`config.mk`:
```
export PLATFORM = sky130hd
export DESIGN_NAME = pc_sequencer
export DESIGN_NICKNAME = d
export VERILOG_FILES = /design/src/rtl/pc_sequencer.sv
export SDC_FILE = /design/constraint.sdc
export NUM_CORES = 1
export LEC_CHECK = 0
export ABC_AREA = 1
export ABC_CLOCK_PERIOD_IN_PS = 3300
export CORE_MARGIN = 1
export CORE_UTILIZATION = 30
export CTS_CLUSTER_DIAMETER = 100
export DETAILED_ROUTE_END_ITERATION = 7
export PLACE_DENSITY_LB_ADDON = 0.08
export SLEW_MARGIN = 20
export SYNTH_ARGS = -nofsm -noshare
export SYNTH_HDL_FRONTEND = slang
export SYNTH_SLANG_ARGS = --single-unit
```
`constraint.sdc`:
```
create_clock -name clock -period 3.3 [get_ports clock]
set_clock_uncertainty 0.1 [all_clocks]
set_input_delay 0.825 -clock clock [delete_from_list [all_inputs] [get_ports clock]]
set_output_delay 0.825 -clock clock [all_outputs]
set_load 0.005 [all_outputs]
```
`src/rtl/pc_sequencer.sv`:
```
// Fetch-stage program counter: sequential step, relative branch, absolute jump,
// and call/return through a small return-address stack (RAS).
module pc_sequencer #(
  parameter int               WIDTH        = 32,
  parameter int               STEP         = 4,
  parameter logic [WIDTH-1:0] RESET_VECTOR = '0,
  parameter int               RAS_DEPTH    = 4,
  localparam int              CW           = $clog2(RAS_DEPTH + 1)
) (
  input  logic             clock,
  input  logic             reset,
  input  logic             stall,
  input  logic [2:0]       op,
  input  logic             taken,
  input  logic [WIDTH-1:0] offset,
  input  logic [WIDTH-1:0] target,
  output logic [WIDTH-1:0] pc,
  output logic [WIDTH-1:0] pc_plus,
  output logic [CW-1:0]    ras_count,
  output logic             ras_empty,
  output logic             ras_full,
  output logic             ras_err
);

  localparam int               PW     = $clog2(RAS_DEPTH);
  localparam logic [WIDTH-1:0] STEP_W = WIDTH'(STEP);

  localparam logic [2:0] OP_SEQ    = 3'b000;
  localparam logic [2:0] OP_BRANCH = 3'b001;
  localparam logic [2:0] OP_JUMP   = 3'b010;
  localparam logic [2:0] OP_CALL   = 3'b011;
  localparam logic [2:0] OP_RET    = 3'b100;

  logic [WIDTH-1:0] ras_mem [RAS_DEPTH];
  logic [WIDTH-1:0] pc_nxt;
  logic [CW-1:0]    cnt_nxt;
  logic             err_nxt;
  logic             push;
  logic [PW-1:0]    top_idx;
  logic [PW-1:0]    push_idx;
  logic [WIDTH-1:0] ras_top;

  assign pc_plus   = pc + STEP_W;
  assign ras_empty = (ras_count == '0);
  assign ras_full  = (ras_count == CW'(RAS_DEPTH));
  // Pointer is a count, not a wrapping index: a full stack never overwrites.
  assign top_idx   = PW'(ras_count - CW'(1));
  assign push_idx  = PW'(ras_count);
  assign ras_top   = ras_mem[top_idx];

  always_comb begin
    pc_nxt  = pc_plus;
    cnt_nxt = ras_count;
    err_nxt = ras_err;
    push    = 1'b0;
    case (op)
      OP_BRANCH: if (taken) pc_nxt = pc + offset;
      OP_JUMP:   pc_nxt = target;
      OP_CALL: begin
        pc_nxt = target;
        if (ras_full) begin
          err_nxt = 1'b1;
        end else begin
          push    = 1'b1;
          cnt_nxt = ras_count + CW'(1);
        end
      end
      OP_RET: begin
        if (ras_empty) begin
          err_nxt = 1'b1;
        end else begin
          pc_nxt  = ras_top;
          cnt_nxt = ras_count - CW'(1);
        end
      end
      OP_SEQ:  pc_nxt = pc_plus;
      default: pc_nxt = pc_plus;
    endcase
  end

  // Control state: pc, stack depth and sticky error.
  always_ff @(posedge clock) begin
    if (reset) begin
      pc        <= RESET_VECTOR;
      ras_count <= '0;
      ras_err   <= 1'b0;
    end else if (!stall) begin
      pc        <= pc_nxt;
      ras_count <= cnt_nxt;
      ras_err   <= err_nxt;
    end
  end

  // Stack contents carry no reset; a reset cycle only blocks the write.
  always_ff @(posedge clock) begin
    if (!reset && !stall && push) ras_mem[push_idx] <= pc_plus;
  end

endmodule

```
==> qor.csv <==
stage;metric;value;unit
global_routing;grt_max_degree;67;
logic_synthesis;synth_fp_nets;1544;
global_routing;grt_pass1_wl;55900;um
clocking;clock-root-buffer;clkbuf_16;
clocking;ctsHoldBuffers;0;
logic_synthesis;ys_ff_latch;164;
sta;tightestPinTransition;0.814;ns
die;dieHeight;189;um
critical_path;worstSetupStartpointType;flip-flop;
clocking;cts_tree;done;
logic_synthesis;yosysTopAreaCell;edfxtp_1;
power;p_switching;1670;uW
sta;worst_slack;0.0876;ns
logic_synthesis;seq_area_frac_synth;0.434;
cells_and_area;antennaDiodeCount;0;
die;floorplan.initialDensity;0.305;
detailed_routing;drc;0;
sta;setup_viol;0;
cells_and_area;syn_to_final_growth;32.0;%
sta;holdWs;0.391;ns
power;p_per_area;418;nW/um2
clocking;clock_sinks;164;
critical_path;crit_path_cell_trace;ha_2, buf_4, nand2_1, inv_1, nand2_1, nand2_1, nand2_1, inv_2, clkdlybuf4s50_1;
logic_synthesis;async_reset_ff_frac;0;
global_routing;grt_antenna_before_repair;0;
status;status;finished, final reports clean;
sta;rsz0062_at_grt;yes;
die;rows;68;
sta;fin_crit_sh;0.973;
cells_and_area;final_cells;2093;
power;internal_power;4140;uW
critical_path;r2r_cells;11;
detailed_routing;wirelength;37600;um
detailed_routing;drtPass1Iterations;5;
critical_path;reg2reg_slack;0.79;ns
min_path;hold_path_class;reg2reg;
die;fp.coreArea;34500;um2
job;cap_violations;0;
critical_path;critical-path-slowest-cell;clkdlybuf4s50_1;
logic_synthesis;syn_inst;1434;
logic_synthesis;yosys_warnings;0;
global_routing;grt_overflow;0;
power;power_frac_comb;0.213;
power;pwr-share-clk;0.385;
placement;gp_congestion;0.884;
power;pwr-share-seq;0.402;
power;leakage;0.00626;uW
logic_synthesis;synth_edf_count;128;
clocking;clk_latency;0.43;ns
critical_path;cp-endpoint;pc_plus[24];
global_routing;grt_usage;0.210;
clocking;clkTransAtPathRegs;0.07;ns
critical_path;path_buf_inv;4;
logic_synthesis;ys_types;43;
power;total_power;5800;uW
critical_path;reg2reg_to;pc[10];
detailed_routing;drtIter0Drc;630;
sta;fin_crit;3.21;ns
power;sw_frac_of_total;0.287;
critical_path;slowest_delay;0.51;ns
critical_path;cp_common_cell;nand2_1;
power;peakVddDrop;0.000306;V
die;die_x;189;um
critical_path;r2r-start;pc[6];
sta;drv_slew;0;
logic_synthesis;avgSynthCellArea;7.34;um2
logic_synthesis;syn_area;10500;um2
clocking;cts_max_path_buffers;2;
die;pin_count;141;
critical_path;startpoint;pc[3];
critical_path;cp.depth;9;
critical_path;end_kind;output port;
cells_and_area;drive_gt1_frac;0.136;
sta;hold_violations;0;
clocking;numCtsBuffers;17;
cells_and_area;nets;1735;
sta;slew_headroom;0.457;
placement;io_buffers;140;
placement;pre_cts_ws;0.0587;ns
placement;post-place-cells;2043;
logic_synthesis;synthFlopType;edfxtp_1;
detailed_routing;viasPerCell;4.72;
sta;max_freq;311;MHz
detailed_routing;antenna_left;0;
placement;hpwl;27700;um
detailed_routing;post_drt_wl_per_cell;18.0;um
logic_synthesis;synthTopCellsByArea;edfxtp_1 37%, nand2_1 17%, inv_1 8.6%, nand3_1 7.1%, dfxtp_1 6.8%;
critical_path;critPathRequiredTime;2.37;ns
critical_path;crit_family;buffers and inverters;
critical_path;path_max_fanout;5;
global_routing;grt_pass1_vias;9369;
critical_path;cp_data_arrival_time;2.29;ns
die;dieArea;35800;um2
critical_path;worstSetupPathType;reg2out;
logic_synthesis;synth_top_cell_area_share;0.365;
detailed_routing;vias;9875;
clocking;htree_levels;4;
logic make-up (layout without fill, tap and decap cells):
group           count (synthesis)  in the layout  share of synthesized area
simple gates                  775            775                      0.311
fa+ha+maj                      39             39                     0.0471
xor+xnor                       16             16                     0.0140
flops                         164            164                      0.434
buf+inv                       294            498                      0.109
compound gates                146            146                     0.0847
layout by cell type (no fill, tap or decap), drive strengths merged, types with 2 or more instances in the layout:
cell / instances
buf: 76
nand4: 11
dfxtp: 36
and3: 2
edfxtp: 128
o211ai: 6
o22ai: 5
clkinvlp: 2
dlymetal6s2s: 2
nor2: 106
clkinv: 2
inv: 254
a21o: 3
a211oi: 2
ha: 38
clkbuf: 20
a21oi: 59
nor3: 13
o21ai: 40
nand3: 152
xor2: 13
xnor2: 3
nand2: 477
a31oi: 4
nand3b: 5
bufinv: 4
clkdlybuf4s50: 138
a32o: 21
o21bai: 2
and2: 8
final cells by class:
class                   count  area (um2)
clock buffers              20         468
well taps                 455         569
repair buffers            216        2060
fillers                  3741       20600
multi-input cells         976        5050
clock inverters            12         188
inverters                 250         938
flip-flops and latches    164        4620
worst min path at each step:
stage | to | depth (start not counted) | slack [ns] | from
2_1_floorplan | ras_err | 2 | 0.36 | ras_err
3_3_place_gp | ras_err | 2 | 0.37 | ras_err
3_5_place_dp | ras_err | 2 | 0.38 | ras_err
4_1_cts | ras_err | 2 | 0.40 | ras_err
5_1_grt | ras_err | 2 | 0.41 | ras_err
6_report | ras_err | 2 | 0.39 | ras_err
synth_stat cells, types with 6 or more instances:
library cell,n
a21oi_1,59
a32o_1,21
and2_1,8
buf_2,14
buf_4,6
clkbuf_1,23
dfxtp_1,36
edfxtp_1,128
ha_1,38
inv_1,240
inv_2,7
nand2_1,474
nand3_1,150
nand4_1,11
nor2_1,101
nor3_1,7
o211ai_1,6
o21ai_0,40
xor2_1,12
worst min-delay path, delay by kind of cell (launching register included):
kind             cells  cell delay [ns]
flip-flops           1             0.34
AND/OR/NAND/NOR      1             0.07
AO/OA/AOI/OAI        1             0.05
metrics by stage:
step                      cell area (um2)  TNS [ns]  utilization
after global placement              12800         0        0.371
final                               13900         0        0.402
after floorplan                     10500    -46.12            -
after global routing                13900   -0.0220        0.402
after CTS                           13700   -0.0550        0.395
after detailed placement            12800         0        0.371
power groups by stage:
| stage | clock (uW) | combinational, uW | sequential (uW) |
|---|---|---|---|
| floorplan | 0 | 633 | 2370 |
| global placement | 0 | 1200 | 2370 |
| detailed placement | 0 | 1200 | 2370 |
| CTS | 2270 | 1220 | 2330 |
| global route | 2350 | 1370 | 2340 |
| finish | 2230 | 1240 | 2330 |
routing by layer:
layer  share of wire  GRT usage
met1            0.49      0.305
met2            0.45      0.334
met3           0.048     0.0241
met4          0.0096     0.0397
met5               0          0
what timing repair did:
| action | 4_1_cts | 5_1_grt |
|---|---|---|
| resized for setup | 56 | 60 |
| gates cloned | 0 | 0 |
| setup endpoints to repair | 23 | 19 |
| setup buffers | 5 | 13 |
| pin swaps | 6 | 13 |
flip-flops by register name, indices dropped and copies added (netlist names):
signal and count:
ras_mem 128, ras_err 1, pc 32, ras_count 3
Power figures use the tool's default switching activity.
